### src/rtl/fir_bist_pkg.sv
// Shared definitions for the BIST stream source and its future checker:
// FSM state encoding, pattern mode constants and LFSR tap masks.
package fir_bist_pkg;

    typedef enum logic [1:0] {
        IDLE = 2'd0,
        SEND = 2'd1,
        GAP  = 2'd2,
        DONE = 2'd3
    } state_e;

    localparam logic MODE_RAMP = 1'b0;
    localparam logic MODE_LFSR = 1'b1;

    // Fibonacci tap mask per supported sample width (bit n set = tap on bit n).
    function automatic logic [31:0] lfsr_taps(input int width);
        case (width)
            8:       return 32'h0000_00B8;
            32:      return 32'h8020_0003;
            default: return 32'h0000_B400;
        endcase
    endfunction

endpackage

### src/rtl/bist_pattern_gen.sv
// Holds the current BIST sample and advances it on step as a ramp or a
// Fibonacci LFSR (shift left, feedback into bit 0). Mode is captured on load.
module bist_pattern_gen
    import fir_bist_pkg::*;
#(
    parameter int DATA_WIDTH = 16
) (
    input  logic                  clk,
    input  logic                  rst_n,
    input  logic                  load,
    input  logic                  step,
    input  logic                  mode,
    input  logic [DATA_WIDTH-1:0] seed,
    output logic [DATA_WIDTH-1:0] sample
);

    localparam logic [DATA_WIDTH-1:0] TAPS = DATA_WIDTH'(lfsr_taps(DATA_WIDTH));

    logic                  mode_q;
    logic [DATA_WIDTH-1:0] next_sample;

    always_comb begin
        next_sample = sample + DATA_WIDTH'(1);
        if (mode_q == MODE_LFSR) begin
            next_sample = {sample[DATA_WIDTH-2:0], ^(sample & TAPS)};
        end
    end

    always_ff @(posedge clk or negedge rst_n) begin
        if (!rst_n) begin
            mode_q <= MODE_RAMP;
            sample <= '0;
        end else if (load) begin
            mode_q <= mode;
            // An all-zero LFSR state would lock up, so a zero seed becomes 1.
            sample <= (mode == MODE_LFSR && seed == '0) ? DATA_WIDTH'(1) : seed;
        end else if (step) begin
            sample <= next_sample;
        end
    end

endmodule

### src/rtl/axis_bist_src.sv
// AXI4-Stream BIST packet source: PKT_COUNT packets of NUM_OF_SAMPLES beats.
// Define FIR_BIST_GAP_EN to insert GAP_CYCLES idle cycles between packets.
module axis_bist_src
    import fir_bist_pkg::*;
#(
    parameter int DATA_WIDTH     = 16,
    parameter int NUM_OF_SAMPLES = 1000,
    parameter int GAP_CYCLES     = 4
) (
    input  logic                  M_AXIS_ACLK,
    input  logic                  M_AXIS_ARESETN,
    input  logic                  START,
    input  logic                  STOP,
    input  logic                  MODE,
    input  logic [DATA_WIDTH-1:0] SEED,
    input  logic [15:0]           PKT_COUNT,
    input  logic                  M_AXIS_TREADY,
    output logic [DATA_WIDTH-1:0] M_AXIS_TDATA,
    output logic                  M_AXIS_TLAST,
    output logic                  M_AXIS_TVALID,
    output logic                  BUSY,
    output logic                  DONE,
    output state_e                dbg_state
);

    localparam int            CW       = $clog2(NUM_OF_SAMPLES + 1);
    localparam logic [CW-1:0] LAST_IDX = CW'(NUM_OF_SAMPLES - 1);

    if (NUM_OF_SAMPLES < 1 || GAP_CYCLES < 1 ||
        !(DATA_WIDTH == 8 || DATA_WIDTH == 16 || DATA_WIDTH == 32)) begin : g_bad_cfg
        $error("axis_bist_src: illegal parameter set");
    end

    // Handshake: a beat moves on an edge where TVALID && TREADY; while
    // TVALID && !TREADY the registered TDATA/TLAST cannot change and TVALID
    // only falls on the edge that completes a transfer (or on reset).
    state_e          state, state_n;
    logic [CW-1:0]   smp_cnt;
    logic [15:0]     pkt_cnt, pkt_total;
    logic            stop_seen;
    logic            tvalid_q, tlast_q, busy_q, done_q;
    logic            xfer, start_ok, end_of_pkt, last_pkt, stop_now, gap_done;

    assign xfer       = tvalid_q & M_AXIS_TREADY;
    assign start_ok   = START & (state == IDLE || state == fir_bist_pkg::DONE);
    assign end_of_pkt = xfer & tlast_q;
    assign last_pkt   = (pkt_total != 16'd0) && (pkt_cnt == pkt_total - 16'd1);
    assign stop_now   = stop_seen | STOP;

`ifdef FIR_BIST_GAP_EN
    localparam state_e AFTER_PKT = GAP;
    localparam int     GW        = $clog2(GAP_CYCLES + 1);
    logic [GW-1:0]     gap_cnt;

    always_ff @(posedge M_AXIS_ACLK or negedge M_AXIS_ARESETN) begin
        if (!M_AXIS_ARESETN)  gap_cnt <= '0;
        else if (state != GAP) gap_cnt <= '0;
        else                   gap_cnt <= gap_cnt + GW'(1);
    end

    assign gap_done = (gap_cnt == GW'(GAP_CYCLES - 1));
`else
    localparam state_e AFTER_PKT = SEND;
    assign gap_done = 1'b0;
`endif

    always_comb begin
        state_n = state;
        case (state)
            IDLE, fir_bist_pkg::DONE: if (START) state_n = SEND;
            SEND: begin
                if (end_of_pkt) begin
                    state_n = (last_pkt || stop_now) ? fir_bist_pkg::DONE : AFTER_PKT;
                end
            end
            GAP: begin
                if (stop_now)      state_n = fir_bist_pkg::DONE;
                else if (gap_done) state_n = SEND;
            end
            default: state_n = IDLE;
        endcase
    end

    always_ff @(posedge M_AXIS_ACLK or negedge M_AXIS_ARESETN) begin
        if (!M_AXIS_ARESETN) state <= IDLE;
        else                 state <= state_n;
    end

    always_ff @(posedge M_AXIS_ACLK or negedge M_AXIS_ARESETN) begin
        if (!M_AXIS_ARESETN) begin
            tvalid_q  <= 1'b0;
            tlast_q   <= 1'b0;
            busy_q    <= 1'b0;
            done_q    <= 1'b0;
            smp_cnt   <= '0;
            pkt_cnt   <= '0;
            pkt_total <= '0;
            stop_seen <= 1'b0;
        end else begin
            tvalid_q <= (state_n == SEND);
            busy_q   <= (state_n == SEND) || (state_n == GAP);
            done_q   <= (state_n == fir_bist_pkg::DONE);
            if (start_ok) begin
                smp_cnt   <= '0;
                pkt_cnt   <= '0;
                pkt_total <= PKT_COUNT;
                stop_seen <= 1'b0;
                tlast_q   <= (LAST_IDX == '0);
            end else begin
                if ((state == SEND || state == GAP) && STOP) stop_seen <= 1'b1;
                if (xfer) begin
                    if (tlast_q) begin
                        smp_cnt <= '0;
                        pkt_cnt <= pkt_cnt + 16'd1;
                        tlast_q <= (LAST_IDX == '0);
                    end else begin
                        smp_cnt <= smp_cnt + CW'(1);
                        tlast_q <= (smp_cnt + CW'(1) == LAST_IDX);
                    end
                end
            end
        end
    end

    bist_pattern_gen #(
        .DATA_WIDTH (DATA_WIDTH)
    ) u_pattern (
        .clk    (M_AXIS_ACLK),
        .rst_n  (M_AXIS_ARESETN),
        .load   (start_ok),
        .step   (xfer),
        .mode   (MODE),
        .seed   (SEED),
        .sample (M_AXIS_TDATA)
    );

    assign M_AXIS_TLAST  = tlast_q;
    assign M_AXIS_TVALID = tvalid_q;
    assign BUSY          = busy_q;
    assign DONE          = done_q;
    assign dbg_state     = state;

endmodule

### config.mk
export PLATFORM = sky130hd
export DESIGN_NAME = axis_bist_src
export DESIGN_NICKNAME = d
export VERILOG_FILES = /design/src/rtl/fir_bist_pkg.sv /design/src/rtl/bist_pattern_gen.sv /design/src/rtl/axis_bist_src.sv
export SDC_FILE = /design/constraint.sdc
export NUM_CORES = 1
export LEC_CHECK = 0
export ABC_AREA = 1
export CELL_PAD_IN_SITES_DETAIL_PLACEMENT = 0
export CELL_PAD_IN_SITES_GLOBAL_PLACEMENT = 1
export CORE_MARGIN = 2
export CORE_UTILIZATION = 45
export CTS_BUF_LIST = sky130_fd_sc_hd__clkbuf_8
export DETAILED_ROUTE_END_ITERATION = 6
export PLACE_DENSITY_LB_ADDON = 0.2
export SLEW_MARGIN = 25
export SYNTH_ARGS = -nofsm -noshare
export SYNTH_HDL_FRONTEND = slang
export SYNTH_SLANG_ARGS = --single-unit
### constraint.sdc
create_clock -name M_AXIS_ACLK -period 3.7 [get_ports M_AXIS_ACLK]
set_input_delay 0.555 -clock M_AXIS_ACLK [delete_from_list [all_inputs] [get_ports M_AXIS_ACLK]]
set_output_delay 0.555 -clock M_AXIS_ACLK [all_outputs]
set_load 0.01 [all_outputs]
==> results_dict.tcl, run 1 <==
set metrics [dict create \
    syn_nets 612 \
    min_path_type "input pin to async pin" \
    clkTransAtPathRegs_ps 80 \
    yosys_warnings 0 \
    grt_pass1_wl_microns 17540 \
    finalMaxSlewViolations 0 \
    die_area_sq_um 10110 \
    synth_enable_flop_cells 0 \
    htree_levels 3 \
    cts_root_buffer "clkbuf_8" \
    required_ps 3950 \
    routed_wl_microns 10230 \
    cts_tree "done" \
    initial_core_util_pct 45.85 \
    row_count 35 \
    postRouteAntennaNets 0 \
    area_growth_pct 21.14 \
    clock_skew_ps 11.43 \
    post_cts_buffers 0 \
    first_pass_iters 4 \
    grtUsageTotal_pct 21.79 \
    whs_ps 177.0 \
    finalCritPeriodShare_pct 65.68 \
    port_buffers 59 \
    hpwl_microns 7591 \
    die_width_microns 100.6 \
    clk_latency_ps 350 \
    drv_cap 0 \
    finalNetCount 674 \
    gp_congestion 0.8395 \
    diodes 0 \
    arrival_ps 2680 \
    grt_pass1_vias 3846 \
    grt_max_degree 53 \
    power.leakage_nw 2.296 \
    endpoint_kind "register" \
    avgSynthCellArea_sq_um 7.441 \
    fillerInstances 918 \
    via_per_inst 5.233 \
    vdd_ir_drop_max_mv 0.3437 \
    synthArstFlopShare_pct 100.0 \
    fmax_ghz 0.4115 \
    rsz0062_at_grt "false" \
    worst_pin_slew_ps 723.4 \
    min_period_ps 2430 \
    holdBufCountCts 0 \
    grt.overflow.total 0 \
    power_mw 3.617 \
    instances_no_fill 742 \
    startpoint_type "register" \
    status "completed" \
    drive_above_1_share_pct 8.082 \
    finalSetupTns_ps 0 \
    dpl.cell_count 726 \
    synthCells 564 \
    cts-resized-gates 0 \
    clockBufferDepth 2 \
    netlist_area_sq_um 4197 \
    core_sq_um 9153 \
    synth.distinct_cells 40 \
    post_drt_wl_per_cell_microns 13.78 \
    drt_iter0_markers 165 \
    powerDensity_nw_per_um2 711.5 \
    path_class "register to register" \
    finalHoldViolations 0 \
    clock_sink_count 66 \
    drc 0 \
    crit_fanout 7 \
    synth-main-ff-cell "dfrtp_1" \
    antenna_found_initial 0 \
    synth-seq-cells 66 \
    io_pins 60 \
    yosysSeqAreaShare_pct 39.36 \
    via_count 3883 \
    die-height_microns 100.6 \
    setup_viol_count_final 0 \
    slew_headroom_pct 51.78 \
    numCtsBuffers 9 \
]
==> layer usage <==
metal	vias to the layer above	share of wire [%]	global-route usage, %
li1	1977	-	-
met1	1796	45	26.96
met2	91	50	38.31
met3	19	3.9	4.716
met4	0	1.8	6.112
met5	-	0	0
==> synthesized netlist by cell type, types with 5 or more instances <==
master	instances	area share, %
nand2_1	139	12
inv_1	72	6.4
dfrtp_1	66	39
nor2_1	51	4.6
o21ai_0	40	4.8
nand3_1	23	2.7
a21oi_1	22	2.6
xor2_1	20	4.2
nor3_1	14	1.7
clkbuf_1	12	1.1
nand4_1	12	1.8
ha_1	10	3.0
o22ai_1	10	1.5
xnor2_1	8	1.7
a31oi_1	7	1.0
o21ai_1	6	0.72
nor2_2	5	0.75
nor4_1	5	0.75
==> critical path: stages (launching register included) <==
cell and delay [ps]:
dfrtp_1 390, inv_1 180, ha_1 340, nand2_4 120, nor2_8 170, nand3_1 80, nand2_1 80, inv_1 50
nor2_2 60, nand3_1 60, nor2_1 110, nand2_1 80, nand2_1 70, nand2_1 50, nand2_1 80, a21oi_1 80
ha_1 290, inv_1 40
==> worst paths after layout <==
| kind | from | endpoint | slack, ps | cells past startpoint |
|---|---|---|---|---|
| worst max register to register | pkt_total[0] | BUSY | 1270 | 17 |
| worst min register to register | stop_seen | stop_seen | 540 | 1 |
| worst min-delay path | M_AXIS_ARESETN | pkt_total[1] | 180 | 1 |
| worst max-delay path | pkt_total[0] | BUSY | 1270 | 17 |
| min in group M_AXIS_ACLK | stop_seen | stop_seen | 540 | 1 |
| max in group asynchronous | M_AXIS_ARESETN | M_AXIS_TVALID | 2540 | 2 |
==> power by group <==
part           leakage (nW)  switching, mW  internal, mW
Sequential            0.833          0.345         0.967
Clock                0.0822          0.313         0.247
Combinational          1.38           1.01         0.738
Total                  2.30           1.67          1.95
==> kinds of logic (layout without fill, tap and decap cells) <==
kind of cell             count (synthesis)  in the layout  share of synthesized area, %
AO/OA/AOI/OAI                           98             98                         13.21
XOR/XNOR                                28             28                         5.844
adder cells (fa/ha/maj)                 10             10                         2.982
buffers and inverters                   89            156                         7.960
flip-flops                              66             66                         39.36
AND/OR/NAND/NOR                        273            273                         30.65
==> flip-flops by register name, indices dropped and copies added, names as in the netlist <==
signal / count
smp_cnt: 10
pkt_total: 16
stop_seen: 1
BUSY: 1
dbg_state: 2
M_AXIS_TVALID: 1
DONE: 1
pkt_cnt: 16
M_AXIS_TLAST: 1
u_pattern.sample: 16
u_pattern.mode_q: 1
==> metrics by stage <==
stage / area (sq um) / setup slack [ps] / util (%)
2_1_floorplan: 4197 / 1606 / -
3_3_place_gp: 4906 / 1149 / 53.60
3_5_place_dp: 4906 / 1119 / 53.60
4_1_cts: 5084 / 1233 / 55.54
5_1_grt: 5084 / 1015 / 55.54
6_report: 5084 / 1270 / 55.54
==> placed cells by master, fill, tap and decap left out, drive strengths merged, types with 7 or more instances in the layout <==
cell type / instances
nor2: 61
clkbuf: 9
xor2: 20
nor4: 7
nand4: 12
o21ai: 46
ha: 10
o22ai: 10
a31oi: 7
xnor2: 8
nand3: 25
inv: 78
clkdlybuf4s50: 58
dfrtp: 66
nor3: 18
a21oi: 22
nand2: 145
==> layout make-up <==
type / count / area [sq um] / area share (%)
repair buffers: 63 / 615.6 / 12.11
well taps: 111 / 138.9 / 2.732
clock buffers: 9 / 123.9 / 2.437
clock inverters: 7 / 53.80 / 1.058
flip-flops and latches: 66 / 1652 / 32.49
inverters: 77 / 289.0 / 5.685
multi-input cells: 409 / 2211 / 43.49
No activity file was read; power rests on OpenSTA's default activity.
==> inputs of run 2 (changes only) <==
--- a/config.mk
+++ b/config.mk
@@ -9,7 +9,7 @@
 export CELL_PAD_IN_SITES_DETAIL_PLACEMENT = 0
 export CELL_PAD_IN_SITES_GLOBAL_PLACEMENT = 1
 export CORE_MARGIN = 2
-export CORE_UTILIZATION = 45
+export CORE_UTILIZATION = 37
 export CTS_BUF_LIST = sky130_fd_sc_hd__clkbuf_8
 export DETAILED_ROUTE_END_ITERATION = 6
 export PLACE_DENSITY_LB_ADDON = 0.2
==> constraint.sdc (replaced) <==
create_clock -name M_AXIS_ACLK -period 2.1 [get_ports M_AXIS_ACLK]
set_input_delay 0.315 -clock M_AXIS_ACLK [delete_from_list [all_inputs] [get_ports M_AXIS_ACLK]]
set_output_delay 0.315 -clock M_AXIS_ACLK [all_outputs]
set_load 0.01 [all_outputs]
==> run 2 against run 1 <==
  * Non-clock buffer count rose by 26
  * First-iteration DRC count fell by 16%
  * Die area increased by 21%
  * Sequential power is 72% higher
  * Worst setup slack worse by 1300 ps
  * The flow now finishes with violations (negative setup slack)
  * Total power increased by 88%
  * Worst hold slack improved by 270 ps
  * Global-route usage fell by 3.2 points
  * Clock skew decreased by 1.9 ps
  * Critical path depth shrank 1
  * Critical path type unchanged
  * Routed wire length increased by 6.7%
==> results_dict.tcl, run 2 (synthesis gave the netlist of run 1 again) <==
set metrics [dict create \
    status "complete, but fails checks" \
    violations "negative setup slack" \
    drt_iter0_markers 139 \
    clkTransAtPathRegs_ps 80 \
    setup_viol_count_final 1 \
    fmax_ghz 0.4738 \
    place_ws_ps -141.9 \
    clock_skew_ps 9.513 \
    clk_latency_ps 350 \
    drv_cap 0 \
    final_cell_mix "nand2_1, inv_1, dfrtp_1, clkdlybuf4s50_1, nor2_1" \
    endpoint_kind "register" \
    worst_pin_slew_ps 474.3 \
    first_pass_iters 5 \
    crit_fanout 7 \
    fillerInstances 1117 \
    min_period_ps 2111 \
    grt_pass1_vias 3956 \
    path_class "register to register" \
    gp_congestion 0.8416 \
    startpoint_type "register" \
    grtUsageTotal_pct 18.59 \
    area_growth_pct 28.80 \
    power.leakage_nw 2.468 \
    postLayoutCoreUtil_pct 49.43 \
    multi_input_area_sq_um 2253 \
    clock_sink_count 66 \
    cts_tree "done" \
    htree_levels 3 \
    grt_max_degree 53 \
    min_path_type "input pin to async pin" \
    power_mw 6.814 \
    reg2reg_from "pkt_total[4]" \
    register_area_sq_um 1653 \
    initial_core_util_pct 38.38 \
    powerDensity_nw_per_um2 1261 \
    via_per_inst 4.957 \
    setup_ws_ps -10.74 \
    core_sq_um 10940 \
    r2r_end "BUSY" \
    diodes 0 \
    grt_pass1_wl_microns 18600 \
    slew_headroom_pct 68.38 \
    rsz0062_at_grt "true" \
    arrival_ps 2360 \
    top_regs "pkt_cnt (16), pkt_total (16), u_pattern.sample (16)" \
    grt.overflow.total 0 \
    die_width_microns 110.5 \
    antenna_found_initial 0 \
    required_ps 2350 \
    reg2reg_depth 16 \
    io_pins 60 \
    numCtsBuffers 9 \
    finalNetCount 700 \
    routed_wl_microns 10910 \
    finalMaxSlewViolations 0 \
    finalHoldViolations 0 \
    cts_root_buffer "clkbuf_8" \
    post_drt_wl_per_cell_microns 13.69 \
    clockBufferDepth 2 \
    die_area_sq_um 12210 \
    drive_above_1_share_pct 12.79 \
    die-height_microns 110.5 \
    via_count 3951 \
    finalCritPeriodShare_pct 100.5 \
    postRouteAntennaNets 0 \
    final_common_cell "nand2_1" \
    r2r_slack_ps -10 \
    vdd_ir_drop_max_mv 0.5158 \
    drc 0 \
    hpwl_microns 8146 \
    port_buffers 59 \
    row_count 38 \
]
## run 2: area by class of cell
class	count	share of cell area (%)
Clock buffer	10	2.546
Clock inverter	6	1.088
Inverter	77	5.347
Multi-Input combinational cell	409	41.69
Sequential cell	66	30.58
Tap cell	140	3.241
Timing Repair Buffer	89	15.51
## run 2: worst max-delay path: stages, from the launching register on
cell and delay, ps:
dfrtp_1 470, nor2_4 180, nand2_4 80, nor2_8 160, nand3_1 80, nand2_1 80
inv_1 50, nor2_2 70, nand3_1 60, nor2_1 120, nand2_1 90, nand2_1 70
nand2_1 50, nand2_2 80, a21oi_2 50, ha_1 280, inv_1 40
## run 2: through the flow
stage | instance area [sq um] | hold slack [ps] | setup TNS, ps | cells
2_1_floorplan | 4197 | 19.41 | 0 | 564
3_3_place_gp | 5147 | 295.5 | -90.82 | 779
3_5_place_dp | 5147 | 305.1 | -162.1 | 779
4_1_cts | 5380 | 457.3 | -14.27 | 797
5_1_grt | 5405 | 492.9 | -450.4 | 797
6_report | 5405 | 444.7 | -10.74 | 797
## run 2: report_power, final
part	leakage [nW]	switching, mW	internal [mW]
registers	0.832	0.540	1.71
clock network	0.105	0.528	0.573
logic	1.53	1.94	1.53
total	2.47	3.01	3.81
## run 2: worst max-delay path by stage
stage	startpoint	endpoint	slack, ps
floorplan	pkt_total[0]	BUSY	6
global placement	pkt_total[0]	BUSY	-90
detailed placement	pkt_total[0]	BUSY	-140
CTS	pkt_total[1]	BUSY	-10
global route	pkt_total[0]	BUSY	-230
finish	pkt_total[4]	BUSY	-10
## run 2: timing repair
action | CTS | global route
setup endpoints to repair | 3 | 4
buffers inserted | 1 | 0
resized for setup | 6 | 7
pin swaps | 5 | 10
hold endpoints to repair | 17 | 0
hold buffers | 1 | 0
## run 2: metal layers
layer	wire (microns)	up-vias	share of wire [%]	track usage [%]
met3	417	16	3.8	4.226
met2	5397	66	49	32.84
met4	213	0	2.0	5.833
met5	0	-	0	0
li1	-	2025	-	-
met1	4883	1844	45	22.43
==> inputs of run 3 (changes only) <==
--- a/config.mk
+++ b/config.mk
@@ -12,6 +12,8 @@
 export CORE_UTILIZATION = 37
 export CTS_BUF_LIST = sky130_fd_sc_hd__clkbuf_8
 export DETAILED_ROUTE_END_ITERATION = 6
+export GPL_TIMING_DRIVEN = 0
+export HOLD_SLACK_MARGIN = 0.02
 export PLACE_DENSITY_LB_ADDON = 0.2
 export SLEW_MARGIN = 25
 export SYNTH_ARGS = -nofsm -noshare
==> run 3 against run 2 <==
  * The flow still finishes with violations (negative setup slack)
  * Global-route usage is 0.41 points higher
  * Critical path depth decreased by 1
  * Worst hold slack lost 58 ps
  * Die area did not move
  * Register-to-register slack barely moved
  * Sequential share of layout area fell by 0.25 points
  * Largest power group unchanged
==> results_dict.tcl, run 3 (synthesis gave the netlist of run 1 again) <==
set metrics [dict create \
    status "complete, but fails checks" \
    violations "negative setup slack" \
    via_per_inst 5.061 \
    hpwl_microns 8468 \
    rsz0062_at_grt "true" \
    drv_cap 0 \
    clock_sink_count 66 \
    crit_fanout 7 \
    grt_max_degree 45 \
    grt.overflow.total 0 \
    r2r_slack_ps -10 \
    drc 0 \
    path_class "register to register" \
    top_usage_layer "met2" \
    setup_viol_count_final 1 \
    reg2reg_from "pkt_total[0]" \
    drt_iter0_markers 187 \
    finalNetCount 700 \
    min_period_ps 2113 \
    worst_pin_slew_ps 610.7 \
    slew_headroom_pct 59.29 \
    grt_pass1_vias 3891 \
    via_count 4034 \
    core_sq_um 10940 \
    cts_tree "done" \
    slowest_stage "dfrtp_1" \
    arrival_ps 2370 \
    numCtsBuffers 9 \
    post_drt_wl_per_cell_microns 14.60 \
    register_area_sq_um 1657 \
    top_regs "pkt_cnt (16), pkt_total (16), u_pattern.sample (16)" \
    initial_core_util_pct 38.38 \
    powerDensity_nw_per_um2 1295 \
    vdd_ir_drop_max_mv 0.6748 \
    clockBufferDepth 2 \
    fmax_ghz 0.4733 \
    startpoint_type "register" \
    use_met2_pct 32.35 \
    multi_input_area_sq_um 2322 \
    grt.met1_usage_pct 24.03 \
    finalCritPeriodShare_pct 100.6 \
    final_cell_mix "nand2_1, inv_1, dfrtp_1, clkdlybuf4s50_1, nor2_1" \
    die-height_microns 110.5 \
    clkTransAtPathRegs_ps 80 \
    io_pins 60 \
    clk_latency_ps 360 \
    crit_path_cell_trace "inv_2 -> ha_4 -> nand2_4 -> nor2_8 -> buf_4 -> nand4_1 -> xor2_1 -> nor2_1 -> nand2_1 -> nand2_1 -> nand2_1 -> nand2_2 -> a21oi_2 -> ha_1 -> inv_1" \
    port_buffers 59 \
    power_mw 7.071 \
    die_area_sq_um 12210 \
    fillerInstances 1107 \
    diodes 0 \
    required_ps 2360 \
    cts_root_buffer "clkbuf_8" \
    die_width_microns 110.5 \
    first_pass_iters 5 \
    clock_skew_ps 15.00 \
    area_growth_pct 30.14 \
    finalMaxSlewViolations 0 \
    setup_ws_ps -13.02 \
    final_common_cell "nand2_1" \
    reg2reg_depth 15 \
    min_path_type "input pin to async pin" \
    use_met3_pct 3.842 \
    slowest_delay_ps 400 \
    grtUsageTotal_pct 19.00 \
    power.leakage_nw 2.429 \
    cpMostUsedCell "nand2_1" \
    dpl.cell_count 764 \
    routed_wl_microns 11630 \
    htree_levels 3 \
    r2r_end "BUSY" \
    cp.buffers_inverters 3 \
    grt_pass1_wl_microns 18790 \
    instances_no_fill 797 \
    postRouteAntennaNets 0 \
    gp_congestion 0.8798 \
    antenna_found_initial 0 \
    endpoint_kind "register" \
    drive_above_1_share_pct 13.39 \
    path_depth 15 \
    row_count 38 \
    finalHoldViolations 0 \
    critPathTopFamily "simple AND/OR/NAND/NOR gates" \
]
## run 3: cell count changes in the layout (fill, tap and decap cells not counted), sizes merged
cell	change
inv	-2
clkbuf	+12
bufinv	+1
buf	-12
clkinv	+1
## run 3: per-layer routing
layer | vias to the layer above | part of all wire, %
met4 | 0 | 2.1
met1 | 1887 | 45
met2 | 109 | 48
met5 | - | 0
li1 | 2024 | -
met3 | 14 | 4.4
## run 3: worst register-to-register path: stages, from the launching register on
cell and delay, ps:
dfrtp_1 400, inv_2 90, ha_4 180, nand2_4 80, nor2_8 150, buf_4 130
nand4_1 80, xor2_1 160, nor2_1 100, nand2_1 70, nand2_1 60, nand2_1 50
nand2_2 80, a21oi_2 60, ha_1 280, inv_1 40
## run 3: worst max path at each step
stage | startpoint | to | slack, ps
detailed placement | START | smp_cnt[6] | -480
global route | pkt_total[0] | BUSY | -210
global placement | M_AXIS_ARESETN | u_pattern.sample[14] | -1700
floorplan | pkt_total[0] | BUSY | 6
CTS | pkt_total[1] | BUSY | -90
finish | pkt_total[0] | BUSY | -10
## run 3: final cells by class
| cell class | count | share of cell area [%] |
|---|---|---|
| sequential | 66 | 30.33 |
| buffer | 12 | 0.8247 |
| clock inverter | 6 | 1.649 |
| clock buffer | 10 | 2.520 |
| multi-input combinational | 409 | 42.52 |
| tap | 140 | 3.207 |
| timing repair buffer | 77 | 13.65 |
| inverter | 77 | 5.292 |
## run 3: through the flow
stage               setup TNS, ps  setup WS [ps]  util (%)  hold WS, ps  cell area, sq um
CTS                        -88.54         -88.54     48.54        391.7              5308
floorplan                       0          5.937         -        19.41              4197
global route               -436.8         -210.5     49.94        412.6              5461
global placement          -117380          -1704     45.38        502.8              4962
detailed placement          -5832         -480.2     45.61        247.2              4987
finish                     -13.02         -13.02     49.94        386.9              5461
## run 3: power by group
group	switching [mW]	total [mW]	internal (mW)
clock	0.550	1.25	0.703
sequential	0.573	2.29	1.71
combinational	2.04	3.53	1.50
## run 3: timing repair
action,CTS,global route
setup endpoints to repair,20,26
gates resized for setup,15,18
pin swaps,5,13
buffers inserted,4,12
endpoints found under the hold margin,22,0
hold buffers,1,0
